File: src/rtl/stage_pipe_buf.sv
// ---------------------------------------------------------------------------
// stage_pipe_buf
//   Generic valid/ready buffer placed between two pipeline stages
//   (IFU->IDU, IDU->EXU, EXU->LSU, LSU->WBU). It carries one flattened stage
//   payload struct per entry through a DEPTH-entry circular queue, applies
//   backpressure upstream, and can be squashed in one cycle by flush_i
//   (for example on a pc redirect).
//
//   Timing contract:
//     - in_ready and out_valid are functions of registered occupancy and
//       flush_i only, so no ready/valid path runs combinationally through
//       the block.
//     - out_data is a mux of storage registers selected by the read
//       pointer. There is no bypass from in_data, so a push at edge N
//       becomes visible just after edge N (1 cycle minimum latency).
//     - DEPTH>=2 sustains one transfer per cycle. DEPTH=1 alternates
//       full/empty and so moves at most one item every 2 cycles.
//
// Parameters
//   DATA_W : payload width in bits (set to $bits of the carried struct)
//   DEPTH  : number of entries, >= 1, need not be a power of two
//   CNT_W  : occupancy counter width, derived from DEPTH
//
// Ports
//   clk        in   rising-edge clock
//   rst_n      in   asynchronous active-low reset
//   flush_i    in   synchronous squash of all entries and same-cycle input
//   in_valid   in   upstream payload valid
//   in_ready   out  buffer accepts this cycle
//   in_data    in   upstream payload
//   out_valid  out  head entry valid toward downstream
//   out_ready  in   downstream accepts
//   out_data   out  head entry payload
//   count      out  current occupancy, 0..DEPTH
// ---------------------------------------------------------------------------

// One storage slot. Written only when selected by the write pointer on a
// completed push; cleared by reset and otherwise left untouched (a flush
// does not clear storage).
module stage_pipe_buf_entry #(
   parameter int DATA_W = 64
) (
   input  logic              clk,
   input  logic              rst_n,
   input  logic              we_i,
   input  logic [DATA_W-1:0] d_i,
   output logic [DATA_W-1:0] q_o
);

   logic [DATA_W-1:0] data_q;

   always_ff @(posedge clk or negedge rst_n) begin
      if (!rst_n)    data_q <= '0;
      else if (we_i) data_q <= d_i;
   end

   assign q_o = data_q;

endmodule

module stage_pipe_buf #(
   parameter  int DATA_W = 64,
   parameter  int DEPTH  = 2,
   localparam int CNT_W  = $clog2(DEPTH + 1)
) (
   input  logic              clk,
   input  logic              rst_n,
   input  logic              flush_i,
   input  logic              in_valid,
   output logic              in_ready,
   input  logic [DATA_W-1:0] in_data,
   output logic              out_valid,
   input  logic              out_ready,
   output logic [DATA_W-1:0] out_data,
   output logic [CNT_W-1:0]  count
);

   // A single-entry buffer still needs a 1-bit pointer to be legal.
   localparam int               PTR_W    = (DEPTH > 1) ? $clog2(DEPTH) : 1;
   localparam logic [PTR_W-1:0] PTR_LAST = PTR_W'(DEPTH - 1);
   localparam logic [CNT_W-1:0] CNT_FULL = CNT_W'(DEPTH);

   logic [PTR_W-1:0] wr_ptr_q, wr_ptr_d;
   logic [PTR_W-1:0] rd_ptr_q, rd_ptr_d;
   logic [CNT_W-1:0] count_q,  count_d;

   logic push, pop;

   logic [DEPTH-1:0]             entry_we;
   logic [DEPTH-1:0][DATA_W-1:0] entry_q;

   // Explicit wrap compare: DEPTH may be a non-power-of-two, so natural
   // pointer overflow cannot be relied on.
   function automatic logic [PTR_W-1:0] ptr_inc(input logic [PTR_W-1:0] p);
      return (p == PTR_LAST) ? '0 : p + 1'b1;
   endfunction

   // ------------------------------------------------------------------
   // Handshake. Both sides are blocked during a flush, so the squashed
   // cycle neither consumes upstream data nor hands out a stale head.
   // ------------------------------------------------------------------
   assign in_ready  = (count_q != CNT_FULL) & ~flush_i;
   assign out_valid = (count_q != '0)       & ~flush_i;
   assign push      = in_valid  & in_ready;
   assign pop       = out_valid & out_ready;
   assign count     = count_q;

   // ------------------------------------------------------------------
   // Storage: one slot per entry, write-enabled by the write pointer.
   // ------------------------------------------------------------------
   for (genvar i = 0; i < DEPTH; i++) begin : g_entry
      assign entry_we[i] = push & (wr_ptr_q == PTR_W'(i));

      stage_pipe_buf_entry #(
         .DATA_W (DATA_W)
      ) u_entry (
         .clk   (clk),
         .rst_n (rst_n),
         .we_i  (entry_we[i]),
         .d_i   (in_data),
         .q_o   (entry_q[i])
      );
   end

   // Head read: a register mux only, no path from in_data.
   always_comb begin
      out_data = '0;
      for (int i = 0; i < DEPTH; i++) begin
         if (rd_ptr_q == PTR_W'(i)) out_data = entry_q[i];
      end
   end

   // ------------------------------------------------------------------
   // Pointer / occupancy next state. Flush wins over everything and
   // rewinds both pointers so the queue restarts from slot 0.
   // ------------------------------------------------------------------
   always_comb begin
      wr_ptr_d = wr_ptr_q;
      rd_ptr_d = rd_ptr_q;
      count_d  = count_q;
      if (flush_i) begin
         wr_ptr_d = '0;
         rd_ptr_d = '0;
         count_d  = '0;
      end else begin
         if (push) wr_ptr_d = ptr_inc(wr_ptr_q);
         if (pop)  rd_ptr_d = ptr_inc(rd_ptr_q);
         unique case ({push, pop})
            2'b10:   count_d = count_q + 1'b1;
            2'b01:   count_d = count_q - 1'b1;
            default: count_d = count_q;
         endcase
      end
   end

   always_ff @(posedge clk or negedge rst_n) begin
      if (!rst_n) begin
         wr_ptr_q <= '0;
         rd_ptr_q <= '0;
         count_q  <= '0;
      end else begin
         wr_ptr_q <= wr_ptr_d;
         rd_ptr_q <= rd_ptr_d;
         count_q  <= count_d;
      end
   end

   // ------------------------------------------------------------------
   // Simulation checks. The history registers below only feed assertions
   // and are dropped by synthesis.
   // ------------------------------------------------------------------
   logic              chk_in_stall_q;
   logic [DATA_W-1:0] chk_in_data_q;
   logic              chk_out_stall_q;
   logic [DATA_W-1:0] chk_out_data_q;

   always_ff @(posedge clk or negedge rst_n) begin
      if (!rst_n) begin
         chk_in_stall_q  <= 1'b0;
         chk_in_data_q   <= '0;
         chk_out_stall_q <= 1'b0;
         chk_out_data_q  <= '0;
      end else begin
         chk_in_stall_q  <= in_valid & ~in_ready;
         chk_in_data_q   <= in_data;
         chk_out_stall_q <= out_valid & ~out_ready & ~flush_i;
         chk_out_data_q  <= out_data;
      end
   end

   always_ff @(posedge clk) begin
      if (rst_n) begin
         a_count_range: assert (count_q <= CNT_FULL)
            else $error("stage_pipe_buf: count above DEPTH");
         a_no_push_full: assert (!(push && (count_q == CNT_FULL)))
            else $error("stage_pipe_buf: push while full");
         a_no_pop_empty: assert (!(pop && (count_q == '0)))
            else $error("stage_pipe_buf: pop while empty");
         a_out_valid_known: assert (!$isunknown(out_valid))
            else $error("stage_pipe_buf: out_valid unknown");
         // Upstream must hold its payload while stalled.
         a_in_hold: assert (!(chk_in_stall_q && in_valid) || (in_data == chk_in_data_q))
            else $error("stage_pipe_buf: in_data changed while stalled");
         // A stalled head must not move unless squashed.
         a_out_hold: assert (!(chk_out_stall_q && !flush_i) ||
                             (out_valid && (out_data == chk_out_data_q)))
            else $error("stage_pipe_buf: head changed while stalled");
      end
   end

endmodule

File: config.mk
export PLATFORM = sky130hd
export DESIGN_NAME = stage_pipe_buf
export DESIGN_NICKNAME = d
export VERILOG_FILES = /design/src/rtl/stage_pipe_buf.sv
export SDC_FILE = /design/constraint.sdc
export NUM_CORES = 1
export LEC_CHECK = 0
export BUFFER_PORTS_ARGS = -buffer_cell sky130_fd_sc_hd__buf_2
export CAP_MARGIN = 20
export CORE_MARGIN = 2
export CORE_UTILIZATION = 54
export CTS_CLUSTER_DIAMETER = 100
export DETAILED_ROUTE_END_ITERATION = 10
export PLACE_DENSITY = 0.85
export SYNTH_ARGS = -nofsm -noshare
export SYNTH_HDL_FRONTEND = slang
export SYNTH_SLANG_ARGS = --single-unit
File: constraint.sdc
create_clock -name clk -period 2.11 [get_ports clk]
set_input_delay 0.3165 -clock clk [delete_from_list [all_inputs] [get_ports clk]]
set_output_delay 0.3165 -clock clk [all_outputs]
set_load 0.01 [all_outputs]
Word level (Yosys, flattened, before mapping)
Cells that the tools add are included.
- bits in registers: 132
- input port bits: 69
- output and inout bits: 68
- $add $sub $neg: 4
- eq/ne operators: 3
- muxes and demuxes: 9
- bitwise operators: 8
- reductions and logical operators: 4
- operators by type and width (cell ; count):
    $mux 64 ; 1
    $and 1x1->1 ; 6
    $mux 1 ; 6
    $reduce_bool 2->1 ; 3
    $pmux 2 s2 ; 1
    $reduce_bool 3->1 ; 1
    $add 1x1->1 const B ; 2
    $add 2x1->2 const B ; 1
    $eq 2x1->1 const B ; 1
    $eq 2x2->1 const B ; 1
    $mux 2 ; 1
    $ne 2x2->1 const B ; 1
    $not 1->1 ; 2
    $sub 2x1->2 const B ; 1

Logic depth before layout (Yosys ltp)
- word-level depth: 6
- mapped depth: 5
- mapped depth without buffers: 3

By module
From an unflattened synthesis, not the netlist that was laid out.
- cell total of the unflattened synthesis: 367
- area total of the unflattened synthesis: 6364.9 um^2
- modules (own cells, without submodules) (module ; instances ; cells each ; area an instance (um^2)):
    stage_pipe_buf_entry ; 2 ; 135 ; 2678.8
    stage_pipe_buf ; 1 ; 97 ; 1007.2

Worst setup path before layout
OpenSTA, ideal clock, no wires.
- kind: register to register
- start: register count_q[1], in the netlist count[1]
- end: register g_entry[1].u_entry.data_q[10]
- arrival time: 1.709 ns
- data required time: 1.985 ns
- path slack: 0.276 ns
- cell stages (with the launch flop): 6
- buffers on the path: 2
- period minus slack after synthesis: 1.834 ns
- path through: dfrtp_1 nor2b_4 or4b_4 buf_6 buf_12 mux2_4
- word-level cells in the longest chain between the ends: 4
- ends and longest elaborated chain (item ; RTL line ; RTL):
    start: declaration ; 85 ; logic [CNT_W-1:0] count_q, count_d;
    start signal: assignment ; 164 ; count_q <= count_d;
    $ne 2x2->1 ; 102 ; assign in_ready = (count_q != CNT_FULL) & ~flush_i;
    $and 1x1->1 ; 102 ;
    $and 1x1->1 ; 104 ; assign push = in_valid & in_ready;
    $and 1x1->1 ; 112 ; assign entry_we[i] = push & (wr_ptr_q == PTR_W'(i));
    end signal: assignment ; 54 ; else if (we_i) data_q <= d_i;
    end: declaration ; 50 ; logic [DATA_W-1:0] data_q;
Every way passes these cells.
A chain may end at the register's enable or synchronous reset.

Final worst setup path
- start: register rd_ptr_q
- end: output port out_data[54]
- word-level cells in the longest chain between the ends: 1
- ends and longest elaborated chain (item ; RTL line ; RTL):
    start: declaration ; 84 ; logic [PTR_W-1:0] rd_ptr_q, rd_ptr_d;
    start signal: assignment ; 163 ; rd_ptr_q <= rd_ptr_d;
    $mux 64 ; 129 ; if (rd_ptr_q == PTR_W'(i)) out_data = entry_q[i];
    end: declaration ; 74 ; output logic [DATA_W-1:0] out_data,
Every way passes these cells.

==> flow_summary.json <==
{
  "status": "complete, no violations",
  "fp.coreArea_mm2": 0.0109,
  "dp_slack_ns": 0.288,
  "timing.final.crit_share_pct": 96.5,
  "swShare_pct": 24.4,
  "postCtsSetupBuffers": 0,
  "p_per_area_mw_per_mm2": 1160,
  "drt-pass1-iter-count": 4,
  "peakVddDrop_uv": 727,
  "gr-usage-met1_pct": 24.5,
  "synth_edf_count": 0,
  "io_buffers": 136,
  "ys_seq_area_share_pct": 54.6,
  "grt_util_met2_pct": 36.5,
  "timing.final.ws_setup_ns": 0.0735,
  "grtUsageTotal_pct": 21.4,
  "met3_usage_pct": 9.07,
  "design.final.nets": 579,
  "path_clk_slew_ns": 0.06,
  "grt_pass1_vias": 3892,
  "dp_hpwl_um": 7990,
  "insertion_delay_ns": 0.52,
  "detail_route.vias_per_cell": 5.29,
  "final.min_clock_period_ns": 2.04,
  "pwr-share-clk_pct": 38.0,
  "final_cell_area_mm2": 0.00753,
  "skew_ns": 0.00654,
  "startpoint_type": "flip-flop",
  "start_util_pct": 55.5,
  "worstHoldPathCells": 2,
  "fmax_mhz": 491,
  "drt_wl_total_um": 12100,
  "setup_violations": 0,
  "fillers": 732,
  "antenna_found_initial": 0,
  "netlist_top_cells_count": "132 x dfrtp_1, 127 x mux2_2, 60 x mux2_4, 7 x buf_2, 7 x clkbuf_1",
  "cts.path.max_buffers": 2,
  "synth.net_count": 436,
  "yosysMostFrequentCell": "dfrtp_1",
  "pin_count": 137,
  "crit_required_ns": 1.79,
  "yosysWarnings": 0,
  "endpoint_kind": "output port",
  "placementRows": 38,
  "routabilityCongestion": 0.726,
  "overflow": 0,
  "rsz0062_at_grt": "false",
  "ant_nets": 0,
  "num_vias": 3505,
  "cp_max_fo": 46,
  "synth_ff_type": "dfrtp_1",
  "synth_area_per_cell_um2": 16.5,
  "switchingPower_mw": 2.13,
  "slew_headroom_pct": 72.6,
  "p_leak_nw": 3.64,
  "worstMarginPinSlew_ns": 0.408,
  "syn_inst": 367,
  "synthDistinctLibCells": 23,
  "syn_area_mm2": 0.00604,
  "grt_busiest_layer": "met2",
  "yosys.area.top_type_share_pct": 54.6,
  "area_delta_synth_final_pct": 24.6,
  "worstHoldPathType": "input port to flip-flop",
  "drv_slew": 0,
  "wire_per_inst_um": 18.3,
  "dpl_cell_area_mm2": 0.00686,
  "h-tree-depth": 4,
  "die-area_mm2": 0.0121,
  "arrival_ns": 1.72,
  "drtIter0Drc": 142,
  "maxCapViolations": 0,
  "crit_type": "flip-flop to output port",
  "worstRegToRegCells": 4,
  "p_int_mw": 6.59,
  "grt_pass1_wl_um": 19300,
  "p_seq_share_pct": 39.9,
  "yosysTopAreaCell": "dfrtp_1",
  "drcViolationCount": 0,
  "synth_seq_cells": 132,
  "clock_sinks": 132,
  "diodes": 0,
  "die_w_um": 110,
  "finalHoldViolations": 0,
  "grt_max_degree": 61,
  "finalSetupTns_ns": 0,
  "async_flop_share_pct": 100,
  "cts-root-buf": "clkbuf_8",
  "cts_buffers": 17,
  "comb_power_share_pct": 22.1,
  "cts_tree": "done",
  "synth_area_leaders": "dfrtp_1 55%, mux2_2 24%, mux2_4 15%, buf_12 2.0%, mux2_1 0.93%",
  "drive_gt1_share_pct": 69.9,
  "die_height_um": 110
}
## metal layers
| metal | vias to the layer above | part of all wire [%] |
|---|---|---|
| met4 | 0 | 0.75 |
| met5 | - | 0 |
| met1 | 1793 | 40 |
| met2 | 94 | 52 |
| li1 | 1608 | - |
| met3 | 10 | 7.3 |
## worst paths after layout
| kind | end | slack, ns | start |
|---|---|---|---|
| worst min-delay path | g_entry[1].u_entry.q_o[32] | 0.04 | in_data[32] |
| worst max register to register | g_entry[1].u_entry.q_o[28] | 0.24 | count[1] |
| worst min register to register | g_entry[0].u_entry.q_o[29] | 0.49 | g_entry[0].u_entry.q_o[29] |
| min in group asynchronous | g_entry[0].u_entry.q_o[43] | 0.27 | rst_n |
| worst max-delay path | out_data[54] | 0.07 | rd_ptr_q |
| max in group asynchronous | g_entry[1].u_entry.q_o[26] | 1.17 | rst_n |
## logic make-up (layout without fill, tap and decap cells)
logic type / after synthesis / after routing / synth area share, %
AOI/OAI and AO/OA: 8 / 8 / 0.745
xor gates and xnor gates: 1 / 1 / 0.145
buffers and inverters: 22 / 177 / 3.25
DFF: 132 / 132 / 54.6
muxes: 193 / 193 / 39.7
and+or+nand+nor: 11 / 11 / 1.55
## sequential cells by signal, indices dropped and copies added (netlist names)
name	cells
count	2
g_entry.u_entry.q_o	128
rd_ptr_q	1
wr_ptr_q	1
## area by class of cell
cell class | count | area [um^2] | share of cell area, %
multi-input cells | 213 | 2540 | 33.8
repair buffers | 145 | 841 | 11.2
well taps | 140 | 175 | 2.33
clock inverters | 8 | 196 | 2.61
flip-flops and latches | 132 | 3300 | 43.9
clock buffers | 23 | 467 | 6.20
inverters | 1 | 3.75 | 0.0498
## repair_timing
| action | in CTS | in global routing |
|---|---|---|
| hold buffers | 1 | 0 |
| endpoints found under the hold margin | 28 | 0 |
| gates resized for setup | 0 | 0 |
## critical path: stages, from the launching register on
cell and delay (ns):
dfrtp_2 0.38, buf_12 0.28, mux2_2 0.39, buf_2 0.14
## stage by stage
| step | hold slack [ns] | total power [mW] | std cells | utilization, % |
|---|---|---|---|---|
| after floorplan | 0.0209 | 4.77 | 367 | - |
| after global placement | 0.271 | 5.32 | 630 | 63.0 |
| after detailed placement | 0.276 | 5.45 | 630 | 63.0 |
| after CTS | 0.00563 | 8.81 | 662 | 69.2 |
| after global routing | 0.00786 | 9.13 | 662 | 69.2 |
| final | 0.0364 | 8.72 | 662 | 69.2 |
## placed cells by master (no fill, tap or decap)
master / instances
mux2_1: 5
nor2_1: 4
a21oi_1: 4
clkbuf_1: 3
clkbuf_16: 16
mux2_4: 60
dfrtp_2: 1
o21bai_1: 1
nor2b_4: 1
clkinvlp_4: 1
or3_1: 1
xor2_1: 1
nor4_4: 1
or2_2: 1
mux2_2: 127
dfrtp_1: 131
clkbuf_8: 4
mux2i_1: 1
buf_12: 7
o211ai_1: 1
and3b_2: 1
buf_4: 2
bufinv_16: 6
o21ai_0: 2
nor3b_1: 1
or4b_4: 1
dlygate4sd3_1: 1
clkinv_4: 1
inv_1: 1
buf_2: 135
## power by group through the flow
stage	registers (mW)	clock network, mW	logic, mW
floorplan	3.39	0	1.38
global placement	3.45	0	1.87
detailed placement	3.51	0	1.94
CTS	3.48	3.37	1.96
global route	3.55	3.50	2.08
finish	3.48	3.31	1.93
Power figures use the tool's default switching activity.
